### src/rtl/simple_loader_pkg.sv
// rtl/simple_loader_pkg.sv - shared state encoding and constants for the boot loader
package simple_loader_pkg;

    typedef enum logic [3:0] {
        ST_IDLE,
        ST_LEN_H,
        ST_LEN_L,
        ST_DATA_H,
        ST_DATA_L,
        ST_WRITE,
        ST_CKSUM,
        ST_DONE,
        ST_ERR
    } state_t;

    localparam logic [7:0] HDR_BYTE    = 8'hA5;

    localparam logic [1:0] ERR_NONE    = 2'd0;
    localparam logic [1:0] ERR_LEN     = 2'd1;
    localparam logic [1:0] ERR_CKSUM   = 2'd2;
    localparam logic [1:0] ERR_TIMEOUT = 2'd3;

endpackage

### src/rtl/simple_loader_if.sv
// rtl/simple_loader_if.sv - byte stream in and RAM write port out of the boot loader
interface simple_loader_if #(
    parameter int ADDR_W = 16
);
    logic              rx_valid;
    logic [7:0]        rx_data;
    logic              rx_ready;
    logic [ADDR_W-1:0] mem_addr;
    logic [15:0]       mem_data;
    logic              mem_wren;

    // loader side
    modport master (
        input  rx_valid, rx_data,
        output rx_ready, mem_addr, mem_data, mem_wren
    );

    // byte source / RAM side
    modport slave (
        output rx_valid, rx_data,
        input  rx_ready, mem_addr, mem_data, mem_wren
    );
endinterface

### src/rtl/simple_loader.sv
// rtl/simple_loader.sv - framed byte loader into CPU RAM; LOADER_TIMEOUT_EN adds an inter-byte timeout
module simple_loader
    import simple_loader_pkg::*;
#(
    parameter int                ADDR_W         = 16,
    parameter logic [ADDR_W-1:0] BASE_ADDR      = '0,
    parameter int                MAX_WORDS      = 4096,
    parameter logic [19:0]       TIMEOUT_CYCLES = 20'd1000000
) (
    input  logic              clk,
    input  logic              rst_n,
    input  logic              restart,
    simple_loader_if.master   bus,
    output logic              cpu_hold,
    output logic              done,
    output logic              err,
    output logic [1:0]        err_code,
    output logic [ADDR_W-1:0] words_loaded
);

    state_t            state_q, state_d;
    logic [15:0]       len_q, len_d;
    logic [7:0]        hi_q, hi_d;
    logic [7:0]        ck_q, ck_d;
    logic [ADDR_W-1:0] addr_q, addr_d;
    logic [15:0]       data_q, data_d;
    logic [ADDR_W-1:0] words_q, words_d;
    logic [1:0]        code_q, code_d;
`ifdef LOADER_TIMEOUT_EN
    logic [19:0]       tmr_q, tmr_d;
`endif

    logic        rx_ready_c;
    logic        accept;
    logic [15:0] n_c;
    logic [31:0] words_inc;

    // Handshake: only byte-consuming states take data, and restart blocks the byte
    always_comb begin
        rx_ready_c = 1'b0;
        case (state_q)
            ST_IDLE, ST_LEN_H, ST_LEN_L, ST_DATA_H, ST_DATA_L, ST_CKSUM: rx_ready_c = !restart;
            default: rx_ready_c = 1'b0;
        endcase
    end

    assign accept    = bus.rx_valid && rx_ready_c;
    assign n_c       = {len_q[15:8], bus.rx_data};
    assign words_inc = 32'(words_q) + 32'd1;

    // Next-state, checksum, write assembly and timeout logic
    always_comb begin
        state_d = state_q;
        len_d   = len_q;
        hi_d    = hi_q;
        ck_d    = ck_q;
        addr_d  = addr_q;
        data_d  = data_q;
        words_d = words_q;
        code_d  = code_q;
`ifdef LOADER_TIMEOUT_EN
        tmr_d   = '0;
`endif

        case (state_q)
            ST_IDLE: begin
                if (accept && bus.rx_data == HDR_BYTE) begin
                    ck_d    = '0;
                    words_d = '0;
                    state_d = ST_LEN_H;
                end
            end
            ST_LEN_H: begin
                if (accept) begin
                    len_d[15:8] = bus.rx_data;
                    ck_d        = ck_q ^ bus.rx_data;
                    state_d     = ST_LEN_L;
                end
            end
            ST_LEN_L: begin
                if (accept) begin
                    len_d = n_c;
                    ck_d  = ck_q ^ bus.rx_data;
                    if (32'(n_c) > 32'(MAX_WORDS)) begin
                        code_d  = ERR_LEN;
                        state_d = ST_ERR;
                    end else if (n_c == 16'd0) begin
                        state_d = ST_CKSUM;
                    end else begin
                        state_d = ST_DATA_H;
                    end
                end
            end
            ST_DATA_H: begin
                if (accept) begin
                    hi_d    = bus.rx_data;
                    ck_d    = ck_q ^ bus.rx_data;
                    state_d = ST_DATA_L;
                end
            end
            ST_DATA_L: begin
                if (accept) begin
                    data_d  = {hi_q, bus.rx_data};
                    addr_d  = BASE_ADDR + words_q;
                    ck_d    = ck_q ^ bus.rx_data;
                    state_d = ST_WRITE;
                end
            end
            ST_WRITE: begin
                words_d = ADDR_W'(words_inc);
                state_d = (words_inc == 32'(len_q)) ? ST_CKSUM : ST_DATA_H;
            end
            ST_CKSUM: begin
                if (accept) begin
                    if (bus.rx_data == ck_q) begin
                        state_d = ST_DONE;
                    end else begin
                        code_d  = ERR_CKSUM;
                        state_d = ST_ERR;
                    end
                end
            end
            default: ;
        endcase

`ifdef LOADER_TIMEOUT_EN
        // Counter runs only mid-frame while waiting for a byte; the write cycle holds it
        case (state_q)
            ST_LEN_H, ST_LEN_L, ST_DATA_H, ST_DATA_L, ST_CKSUM: begin
                if (accept) begin
                    tmr_d = '0;
                end else if (tmr_q == TIMEOUT_CYCLES) begin
                    tmr_d   = '0;
                    code_d  = ERR_TIMEOUT;
                    state_d = ST_ERR;
                end else begin
                    tmr_d = tmr_q + 20'd1;
                end
            end
            ST_WRITE: tmr_d = tmr_q;
            default:  tmr_d = '0;
        endcase
`endif

        // Restart overrides everything except the last write address
        if (restart) begin
            state_d = ST_IDLE;
            len_d   = '0;
            hi_d    = '0;
            ck_d    = '0;
            data_d  = '0;
            words_d = '0;
            code_d  = ERR_NONE;
`ifdef LOADER_TIMEOUT_EN
            tmr_d   = '0;
`endif
        end
    end

    // State and datapath registers
    always_ff @(posedge clk or negedge rst_n) begin
        if (!rst_n) begin
            state_q <= ST_IDLE;
            len_q   <= '0;
            hi_q    <= '0;
            ck_q    <= '0;
            addr_q  <= BASE_ADDR;
            data_q  <= '0;
            words_q <= '0;
            code_q  <= ERR_NONE;
`ifdef LOADER_TIMEOUT_EN
            tmr_q   <= '0;
`endif
        end else begin
            state_q <= state_d;
            len_q   <= len_d;
            hi_q    <= hi_d;
            ck_q    <= ck_d;
            addr_q  <= addr_d;
            data_q  <= data_d;
            words_q <= words_d;
            code_q  <= code_d;
`ifdef LOADER_TIMEOUT_EN
            tmr_q   <= tmr_d;
`endif
        end
    end

    assign bus.rx_ready = rx_ready_c;
    assign bus.mem_addr = addr_q;
    assign bus.mem_data = data_q;
    assign bus.mem_wren = (state_q == ST_WRITE);

    assign done         = (state_q == ST_DONE);
    assign err          = (state_q == ST_ERR);
    assign cpu_hold     = (state_q != ST_DONE);
    assign err_code     = code_q;
    assign words_loaded = words_q;

endmodule

### src/flat_wrapper.sv
// flat-port wrapper written by rule: the top's interface ports become plain ports
module simple_loader_flat import simple_loader_pkg::*;
#(
    parameter int                ADDR_W         = 16,
    parameter logic [ADDR_W-1:0] BASE_ADDR      = '0,
    parameter int                MAX_WORDS      = 4096,
    parameter logic [19:0]       TIMEOUT_CYCLES = 20'd1000000
)
  (clk, rst_n, restart, cpu_hold, done, err, err_code, words_loaded, bus_rx_valid, bus_rx_data, bus_rx_ready, bus_mem_addr, bus_mem_data, bus_mem_wren);
  simple_loader_if #(.ADDR_W(ADDR_W)) bus_i ();
  input  logic clk;
  input  logic rst_n;
  input  logic restart;
  output logic cpu_hold;
  output logic done;
  output logic err;
  output logic [1:0] err_code;
  output logic [ADDR_W-1:0] words_loaded;
  input wire logic [$bits(bus_i.rx_valid)-1:0] bus_rx_valid;
  input wire logic [$bits(bus_i.rx_data)-1:0] bus_rx_data;
  output wire logic [$bits(bus_i.rx_ready)-1:0] bus_rx_ready;
  output wire logic [$bits(bus_i.mem_addr)-1:0] bus_mem_addr;
  output wire logic [$bits(bus_i.mem_data)-1:0] bus_mem_data;
  output wire logic [$bits(bus_i.mem_wren)-1:0] bus_mem_wren;
  assign bus_i.rx_valid = bus_rx_valid;
  assign bus_i.rx_data = bus_rx_data;
  assign bus_rx_ready = bus_i.rx_ready;
  assign bus_mem_addr = bus_i.mem_addr;
  assign bus_mem_data = bus_i.mem_data;
  assign bus_mem_wren = bus_i.mem_wren;
  simple_loader #(.ADDR_W(ADDR_W), .BASE_ADDR(BASE_ADDR), .MAX_WORDS(MAX_WORDS), .TIMEOUT_CYCLES(TIMEOUT_CYCLES)) u_core (.clk(clk), .rst_n(rst_n), .restart(restart), .bus(bus_i), .cpu_hold(cpu_hold), .done(done), .err(err), .err_code(err_code), .words_loaded(words_loaded));
endmodule
### config.mk
export PLATFORM = sky130hd
export DESIGN_NAME = simple_loader_flat
export DESIGN_NICKNAME = d
export VERILOG_FILES = /design/src/rtl/simple_loader_pkg.sv /design/src/rtl/simple_loader_if.sv /design/src/rtl/simple_loader.sv /design/src/flat_wrapper.sv
export SDC_FILE = /design/constraint.sdc
export NUM_CORES = 1
export LEC_CHECK = 0
export BUFFER_PORTS_ARGS = -buffer_cell sky130_fd_sc_hd__buf_2
export CAP_MARGIN = 0
export CORE_MARGIN = 4
export CORE_UTILIZATION = 59
export CTS_BUF_LIST = sky130_fd_sc_hd__clkbuf_4 sky130_fd_sc_hd__clkbuf_8
export DETAILED_ROUTE_END_ITERATION = 8
export PLACE_DENSITY = 0.88
export SETUP_SLACK_MARGIN = 0.02
export SLEW_MARGIN = 25
export SYNTH_ARGS = -nofsm -noshare
export SYNTH_HDL_FRONTEND = slang
export SYNTH_SLANG_ARGS = --single-unit
### constraint.sdc
create_clock -name clk -period 3 [get_ports clk]
set_clock_uncertainty 0.2 [all_clocks]
set_input_delay 0.3 -clock clk [delete_from_list [all_inputs] [get_ports clk]]
set_output_delay 0.3 -clock clk [all_outputs]
set_load 0.01 [all_outputs]
==> run metrics, run 1 <==
largest net degree at the start of global routing=between 80 and 90; worst vdd ir=between 0.3 and 0.4 mV; Port Buf Inserts=66; RSZ-0062 raised after global routing=false; root buffer cell=clkbuf_8; CORE AREA=about 7700 um2; Critical-path top delay cell=or4_1; fin crit period=2.81 ns; Seq cells post-synth=86; commonest non-fill, non-tap cell in the layout=nand2_1; first-pass GRT wire length=around 19,000 um; Mapped Cells=between 500 and 600; status=completed; Gates resized, CTS repair=0; post-route cell area=roughly 5200 um2; hold crit path type=in2reg; H-tree levels=3; CTS Sinks=86; Worst-Skew Late Latency=approximately 0.36 ns; worst-path cell chain=nand3_1 > or3_1 > a21oi_1 > o311ai_0 > or4_1 > o31ai_1; setup_tns=0 ns; Worst setup SP type=flop; Slew headroom=49.3%; post-route ant nets=0; Die Span X=96.8 um; Buf/Inv on CP=0; Synth top area share=46.2%; share of cells above drive strength 1=between 15 and 20%; initial antenna violation count=0; Std-Cell Rows=32; gp weighted congestion=a little under 1; nets@finish=610; final setup vio count=0; Setup crit start=u_core.words_loaded[2]; vias post-DR=4,246; Final Power=around 2.2 mW; required time worst endpoint=3.07 ns; number of flops mapped to enable cells by yosys=0; dpl cells=just under 700; max-slew violation count=0; Max-cap violations=0; Initial Utilization=approximately 61%; FFs w/ async S/R, synth=between 90% and 100%; Placement Cell Area=roughly 5000 um2; Crit path max-delay family=simple AND/OR/NAND/NOR gates; GR Overflow Total=0; Die ar.=between 9000 and 10,000 um2; vias per cell=approximately 6.0; Lkg Pwr=2.62 nW; I/O pin count=67; Final Non-Filler Cells=~700; Ys Warns=0; CP Class=reg2reg; Post-Route WL=11,600 um; CP endpoint kind=flop; Mapped Nets=approximately 560; Distinct cells, synth=60; post-DP HPWL=approximately 8000 um; DRT iter0 DRCs=258; hold_sp=bus_rx_data[6]; Top FF cell, synth=dfrtp_1; R2R depth=6; max incr delay on CP=0.58 ns; CTS buffer count=9; top post-synthesis cells by area=dfrtp_1, nand2_1, o21ai_0; biggest area consumer among synthesized cells=dfrtp_1; vias in the first global route=between 3k and 4k; ant diodes=0; most frequent cells in the layout=nand2_1, dfrtp_1, buf_2; CP arrival=between 2 and 3 ns; Synth Cell Area=about 4700 um2; CTS tree=done; die height=slightly below 100 um; Worst Tran Pin Value=0.761 ns; TritonRoute pass-1 iters=5; pwr/cell area=between 400 and 500 nW/um2; CP Depth=6; Avg Inst Size Synth=about 8.5 um2; Clock Path Buffers=2; drc violations=0; WHS Path Cells=3; crit share post-route=93.6%; register area share after synthesis=a little under half; r2r startpoint=u_core.words_loaded[2]; global-route usage over all layers=around a quarter; fmax=~360 MHz; drt wl/cell=16.4 um; Final Hold Fails=0; clock slew at reported path FFs=about 0.1 ns; Layout area overhead=12.3%; maximum fanout along the worst path=13
## power by group
group          internal [mW]  switching, mW
sequential              1.18         0.0244
clock                  0.321          0.457
combinational         0.0648          0.128
total                   1.57          0.609
## registers in the layout, summed over array words and instances (netlist names)
name                 flops
u_core.state_q           4
u_core.bus.mem_addr     16
u_core.len_q            16
u_core.ck_q              8
u_core.bus.mem_data     16
u_core.hi_q              8
u_core.words_loaded     16
u_core.err_code          2
## layer usage
layer	up-vias	share of wire (%)	global-route usage, %
li1	1994	-	-
met1	2052	42	32.5
met2	179	49	40.5
met3	21	7.7	5.19
met4	0	1.9	7.78
met5	-	0	0
## per-stage QoR
stage                     utilization (%)  hold slack (ns)  setup WS, ns
after floorplan                         -           -0.196         0.478
after global placement               65.3            0.252         0.271
after detailed placement             65.4            0.258         0.240
after CTS                            68.0           0.0257         0.237
after global routing                 68.0           0.0647        0.0245
final                                68.0           0.0436         0.192
## worst min-delay path, cell delays in order
cell and delay [ns]:
buf_2 0.15, nand2_1 0.07, a21oi_1 0.05
## final timing paths
kind | endpoint | slack, ns
worst min register to register | u_core.bus.mem_addr[9] | 0.28
max in group asynchronous | u_core.len_q[12] | 1.72
worst max-delay path | u_core.state_q[2] | 0.19
min in group asynchronous | u_core.words_loaded[10] | 0.34
worst max register to register | u_core.state_q[2] | 0.19
worst min-delay path | u_core.bus.mem_data[6] | 0.04
## logic make-up after synthesis
| kind of cell | Yosys count | share of synthesized area, % |
|---|---|---|
| buffers and inverters | 49 | 4.43 |
| AOI/OAI and AO/OA | 113 | 15.1 |
| adders and majority gates | 1 | 0.269 |
| muxes | 17 | 3.68 |
| and+or+nand+nor | 259 | 25.6 |
| xor gates and xnor gates | 25 | 4.70 |
| DFF | 86 | 46.2 |
## Yosys cell counts (7+ instances only)
master,count
nand2b_1,12
dfrtp_1,86
mux2i_1,16
nand2_1,121
nor3_1,8
xor2_1,13
clkbuf_1,33
o21ai_0,42
xnor2_1,12
a21oi_1,21
o31ai_1,7
nand3_1,19
o21ai_1,8
a31oi_1,8
nor2_1,50
nand4_1,8
## final cells by class
class / count / area (um2)
fillers: 621 / 2460
multi-input cells: 415 / 2300
flip-flops and latches: 86 / 2150
repair buffers: 79 / 437
well taps: 102 / 128
clock buffers: 9 / 124
clock inverters: 7 / 65.1
inverters: 6 / 22.5
## repair_timing
action | in CTS | in global routing
hold buffers | 1 | 0
buffers inserted | 0 | 0
hold endpoints to repair | 86 | 0
Note: power is estimated with default switching activity, not from simulation.
==> run 2: changes to the inputs <==
--- a/config.mk
+++ b/config.mk
@@ -8,10 +8,10 @@
 export BUFFER_PORTS_ARGS = -buffer_cell sky130_fd_sc_hd__buf_2
 export CAP_MARGIN = 0
 export CORE_MARGIN = 4
-export CORE_UTILIZATION = 59
+export CORE_UTILIZATION = 54
 export CTS_BUF_LIST = sky130_fd_sc_hd__clkbuf_4 sky130_fd_sc_hd__clkbuf_8
 export DETAILED_ROUTE_END_ITERATION = 8
-export PLACE_DENSITY = 0.88
+export PLACE_DENSITY = 0.85
 export SETUP_SLACK_MARGIN = 0.02
 export SLEW_MARGIN = 25
 export SYNTH_ARGS = -nofsm -noshare
==> constraint.sdc (replaced) <==
create_clock -name clk -period 2.52 [get_ports clk]
set_clock_uncertainty 0.2 [all_clocks]
set_input_delay 0.252 -clock clk [delete_from_list [all_inputs] [get_ports clk]]
set_output_delay 0.252 -clock clk [all_outputs]
set_load 0.01 [all_outputs]
==> run 2 against run 1 <==
Sequential share of layout area shrank 2.2 points. Non-clock buffer count rose by 28. Core utilization decreased by 1.4 points. Fmax increased by 12%. Critical path type unchanged. Largest power group unchanged. Via count grew 3.5%.
==> run metrics, run 2 (synthesized netlist as in run 1, its figures left out) <==
status=completed; post-route ant nets=0; Util after Layout=about two thirds; Clock Path Buffers=2; share of cells above drive strength 1=about 22%; H-tree levels=3; TritonRoute pass-1 iters=5; r2r setup slk=between 0.015 and 0.02 ns; initial antenna violation count=0; CTS buffer count=9; Worst-Skew Late Latency=0.36 ns; maximum fanout along the worst path=6; final setup vio count=0; nets@finish=roughly 640; I/O pin count=between 60 and 70; Initial Utilization=approximately 56%; DRT iter0 DRCs=~380; hold crit path type=in2reg; Final Power=2.77 mW; CTS Sinks=86; crit share post-route=just under 100%; Std-Cell Rows=33; max-slew violation count=0; Lkg Pwr=~2.8 nW; CP Class=reg2reg; Port Buf Inserts=66; Die ar.=approximately 10,000 um2; drc violations=0; Worst Tran Pin Value=about 0.54 ns; required time worst endpoint=2.59 ns; worst vdd ir=between 0.2 and 0.3 mV; post-DP HPWL=roughly 8700 um; Layout area overhead=18.8%; Max-cap violations=0; Post-Route WL=between 10,000 and 15,000 um; ant diodes=0; Worst setup SP type=flop; die height=about 100 um; Die Span X=about 100 um; pwr/cell area=501 nW/um2; wire length on met3=~940 um; commonest non-fill, non-tap cell in the layout=nand2_1; CORE AREA=approximately 8300 um2; RSZ-0062 raised after global routing=true; Final Hold Fails=0; vias per cell=5.99; vias in the first global route=4,240; fmax=around 400 MHz; first-pass GRT wire length=20,600 um; root buffer cell=clkbuf_8; gp weighted congestion=0.927; DRT met1 WL=~5300 um; fin crit period=~2.5 ns; highest metal used=met4; postcts setup bufs=0; global-route usage over all layers=between 20% and 30%; GR Overflow Total=0; largest net degree at the start of global routing=42; Met2 Wirelength=6230 um; CP endpoint kind=flop; Slew headroom=around 64%; clock slew at reported path FFs=0.09 ns; most frequent cells in the layout=nand2_1, dfrtp_1, buf_2; CP arrival=2.57 ns; vias post-DR=approximately 4.4k; drt wl/cell=approximately 17 um; CTS tree=done
[run 2: cell types whose count changed in the layout (fill, tap and decap cells not counted), moves of 2 or more]
cell / previous run / this run
buf_4: 12 / 39
dfrtp_1: 86 / 83
dfrtp_2: 0 / 3
inv_8: 3 / 0
buf_12: 0 / 2
bufinv_16: 0 / 2
nand3_1: 19 / 17
nand3_2: 0 / 2
[run 2: area by class of cell]
cell class,count,area [um2]
clock buffers,10,131
clock inverters,5,83.8
fillers,645,2770
inverters,6,22.5
multi-input cells,415,2340
flip-flops and latches,86,2160
well taps,105,131
repair buffers,107,668
[run 2: critical path, stage by stage, from the launching register on]
cell	delay (ns)
dfrtp_2	0.45
xor2_1	0.25
mux2_2	0.37
o22ai_1	0.16
o311ai_1	0.17
or4_1	0.58
o31ai_2	0.23
[run 2: what timing repair did]
| action | 4_1_cts | 5_1_grt |
|---|---|---|
| hold endpoints to repair | 85 | 0 |
| setup endpoints to repair | 2 | 3 |
| pin swaps | 0 | 2 |
| hold buffers | 1 | 0 |
| gates resized for setup | 5 | 7 |
[run 2: final timing paths]
kind | cells past startpoint | end | from
setup / recovery | 6 | u_core.state_q[2] | u_core.words_loaded[6]
hold / removal | 4 | u_core.bus.mem_data[0] | bus_rx_data[0]
setup reg to reg | 6 | u_core.state_q[2] | u_core.words_loaded[6]
hold reg to reg | 2 | u_core.bus.mem_addr[12] | u_core.bus.mem_addr[12]
max in group asynchronous | 3 | u_core.words_loaded[1] | rst_n
min in group asynchronous | 2 | u_core.bus.mem_addr[13] | rst_n
[run 2: where the power goes]
group          switching [mW]  internal (mW)
clock                   0.509          0.568
sequential             0.0257           1.41
combinational           0.165         0.0984
total                   0.700           2.07
[run 2: per-stage QoR]
stage          hold WS [ns]  instances  setup TNS (ns)  instance area (um2)  worst slack (ns)
6_report              0.111        734               0                 5530            0.0169
5_1_grt               0.104        734         -0.0494                 5530           -0.0494
4_1_cts              0.0960        734               0                 5510            0.0214
3_5_place_dp        -0.0303        718         -0.0501                 5270           -0.0501
3_3_place_gp        -0.0409        718               0                 5270            0.0767
2_1_floorplan        -0.244        550               0                 4660            0.0821
[run 2: metal layers]
| metal | vias up | GRT usage [%] |
|---|---|---|
| met3 | 16 | 5.74 |
| met1 | 2144 | 34.0 |
| li1 | 2042 | - |
| met5 | - | 0 |
| met2 | 193 | 42.4 |
| met4 | 0 | 6.22 |
==> run 3: changes to the inputs <==
--- a/config.mk
+++ b/config.mk
@@ -12,7 +12,7 @@
 export CTS_BUF_LIST = sky130_fd_sc_hd__clkbuf_4 sky130_fd_sc_hd__clkbuf_8
 export DETAILED_ROUTE_END_ITERATION = 8
 export PLACE_DENSITY = 0.85
-export SETUP_SLACK_MARGIN = 0.02
+export SETUP_SLACK_MARGIN = 0.5
 export SLEW_MARGIN = 25
 export SYNTH_ARGS = -nofsm -noshare
 export SYNTH_HDL_FRONTEND = slang
==> run 3 against run 2 <==
Clock power about the same. Sequential share of layout area decreased by 0.79 points. First-iteration DRC count decreased by 28%. Sequential power about the same.
==> run metrics, run 3 (synthesized netlist as in run 1, its figures left out) <==
post-DP HPWL=~8700 um; fin crit period=between 2 and 2.5 ns; TritonRoute pass-1 iters=5; Initial Utilization=between 50% and 60%; drc violations=0; vias per cell=around 6.0; CTS Sinks=86; Clock Path Buffers=2; commonest non-fill, non-tap cell in the layout=nand2_1; WHS=around 0.053 ns; Post-Place Worst Slack=0.0417 ns; nets@finish=630; clock slew at reported path FFs=0.09 ns; Critical-path top delay cell=dfrtp_2; pwr/cell area=between 400 and 500 nW/um2; Final Hold Fails=0; global-route usage over all layers=26.2%; I/O pin count=67; capturing point of the worst reg2reg path=u_core.state_q[2]; Worst Hold End=u_core.bus.mem_data[5]; CP endpoint kind=flop; maximum fanout along the worst path=8; Worst setup SP type=flop; Max-cap violations=0; post-route ant nets=0; fmax=slightly above 400 MHz; H-tree levels=3; required time worst endpoint=approximately 2.6 ns; Util after Layout=between 60 and 70%; CTS tree=done; final setup margin=~0.049 ns; Sequential Power Share=between 50% and 60%; clock power share=between 30% and 40%; crit share post-route=98.1%; initial antenna violation count=0; Layout area overhead=21.5%; CORE AREA=approximately 8300 um2; max-slew violation count=0; largest net degree at the start of global routing=51; RSZ-0062 raised after global routing=true; r2r startpoint=u_core.words_loaded[1]; Comb pwr share=9.6%; DRT iter0 DRCs=270; worst vdd ir=about 0.30 mV; Worst Tran Pin Value=slightly above 0.5 ns; Std-Cell Rows=33; gp weighted congestion=slightly above 0.9; Port Buf Inserts=66; CTS buffer count=9; Die Span X=101 um; Net Sw Frac=between 20% and 30%; vias post-DR=4,381; drt wl/cell=between 15 and 20 um; share of cells above drive strength 1=about 25%; CP Class=reg2reg; Worst-Skew Late Latency=~0.37 ns; R2R depth=7; max incr delay on CP=0.47 ns; Slew headroom=between 60% and 70%; hold_sp=bus_rx_data[5]; Int Power=slightly above 2 mW; Lkg Pwr=2.84 nW; Post-Route WL=about 13,000 um; hold crit path type=in2reg; final setup vio count=0; most frequent cells in the layout=nand2_1, dfrtp_1, buf_2; setup_tns=0 ns; die height=101 um; P_sw=between 700 and 800 uW; status=completed; Die ar.=slightly above 10,000 um2; CP arrival=~2.5 ns; root buffer cell=clkbuf_8; vias in the first global route=roughly 4.3k; ant diodes=0; r2r setup slk=0.05 ns; WHS Path Cells=3; first-pass GRT wire length=21,100 um; worst-path cell chain=ha_4 > and2_1 > o21ai_0 > o311ai_1 > or3_1 > or4_1 > o31ai_1; GR Overflow Total=0
-- run 3: cell types whose count changed in the layout (fill, tap and decap cells not counted), moves of 3 or more --
cell	change
o21ai_1	+17
o21ai_0	-17
buf_4	-9
dfrtp_2	+4
nand2_2	+3
dfrtp_1	-4
nand2_1	-3
-- run 3: worst max path at each step --
stage | depth (start not counted) | start | to
after CTS | 7 | u_core.words_loaded[1] | u_core.state_q[2]
after detailed placement | 6 | u_core.words_loaded[4] | u_core.state_q[2]
after global placement | 6 | u_core.words_loaded[4] | u_core.state_q[2]
after global routing | 7 | u_core.words_loaded[1] | u_core.state_q[2]
final | 7 | u_core.words_loaded[1] | u_core.state_q[2]
after floorplan | 7 | u_core.words_loaded[6] | u_core.state_q[2]
-- run 3: through the flow --
stage | instances | total power, mW | area, um2
final | 727 | 2.82 | 5660
after floorplan | 550 | 1.62 | 4870
after global routing | 727 | 2.92 | 5660
after detailed placement | 707 | 1.72 | 5330
after global placement | 707 | 1.71 | 5330
after CTS | 726 | 2.83 | 5620
-- run 3: area by class of cell --
cell class / instances / area (um2)
clock buffers: 9 / 124
clock inverters: 7 / 103
fillers: 645 / 2640
inverters: 6 / 22.5
multi-input cells: 415 / 2500
flip-flops and latches: 86 / 2160
well taps: 105 / 131
repair buffers: 99 / 621
-- run 3: worst max-delay path: cells and delay by family, from the launching register on --
family,cells,cell delay (ns)
flops,1,0.47
compound gates,3,0.54
fa+ha+maj,1,0.21
simple gates,3,0.96
-- run 3: repair_timing --
item	in CTS	in global routing
hold endpoints to repair	36	0
endpoints found under the setup margin	39	81
pin swaps	1	3
gates resized for setup	13	9
hold buffers	1	0
buffers inserted	2	1
-- run 3: power groups by stage --
| stage | logic [mW] | clock network [mW] | registers (mW) |
|---|---|---|---|
| after floorplan | 0.174 | 0 | 1.45 |
| after global placement | 0.250 | 0 | 1.46 |
| after detailed placement | 0.257 | 0 | 1.46 |
| after CTS | 0.268 | 1.13 | 1.43 |
| after global routing | 0.297 | 1.19 | 1.44 |
| final | 0.270 | 1.11 | 1.44 |
-- run 3: metal layers --
| layer | track usage, % | routed length, um | up-vias |
|---|---|---|---|
| met5 | 0 | 0 | - |
| met4 | 12.4 | 381 | 0 |
| met3 | 5.81 | 991 | 38 |
| met1 | 35.1 | 5240 | 2098 |
| li1 | - | - | 2030 |
| met2 | 40.6 | 6010 | 215 |
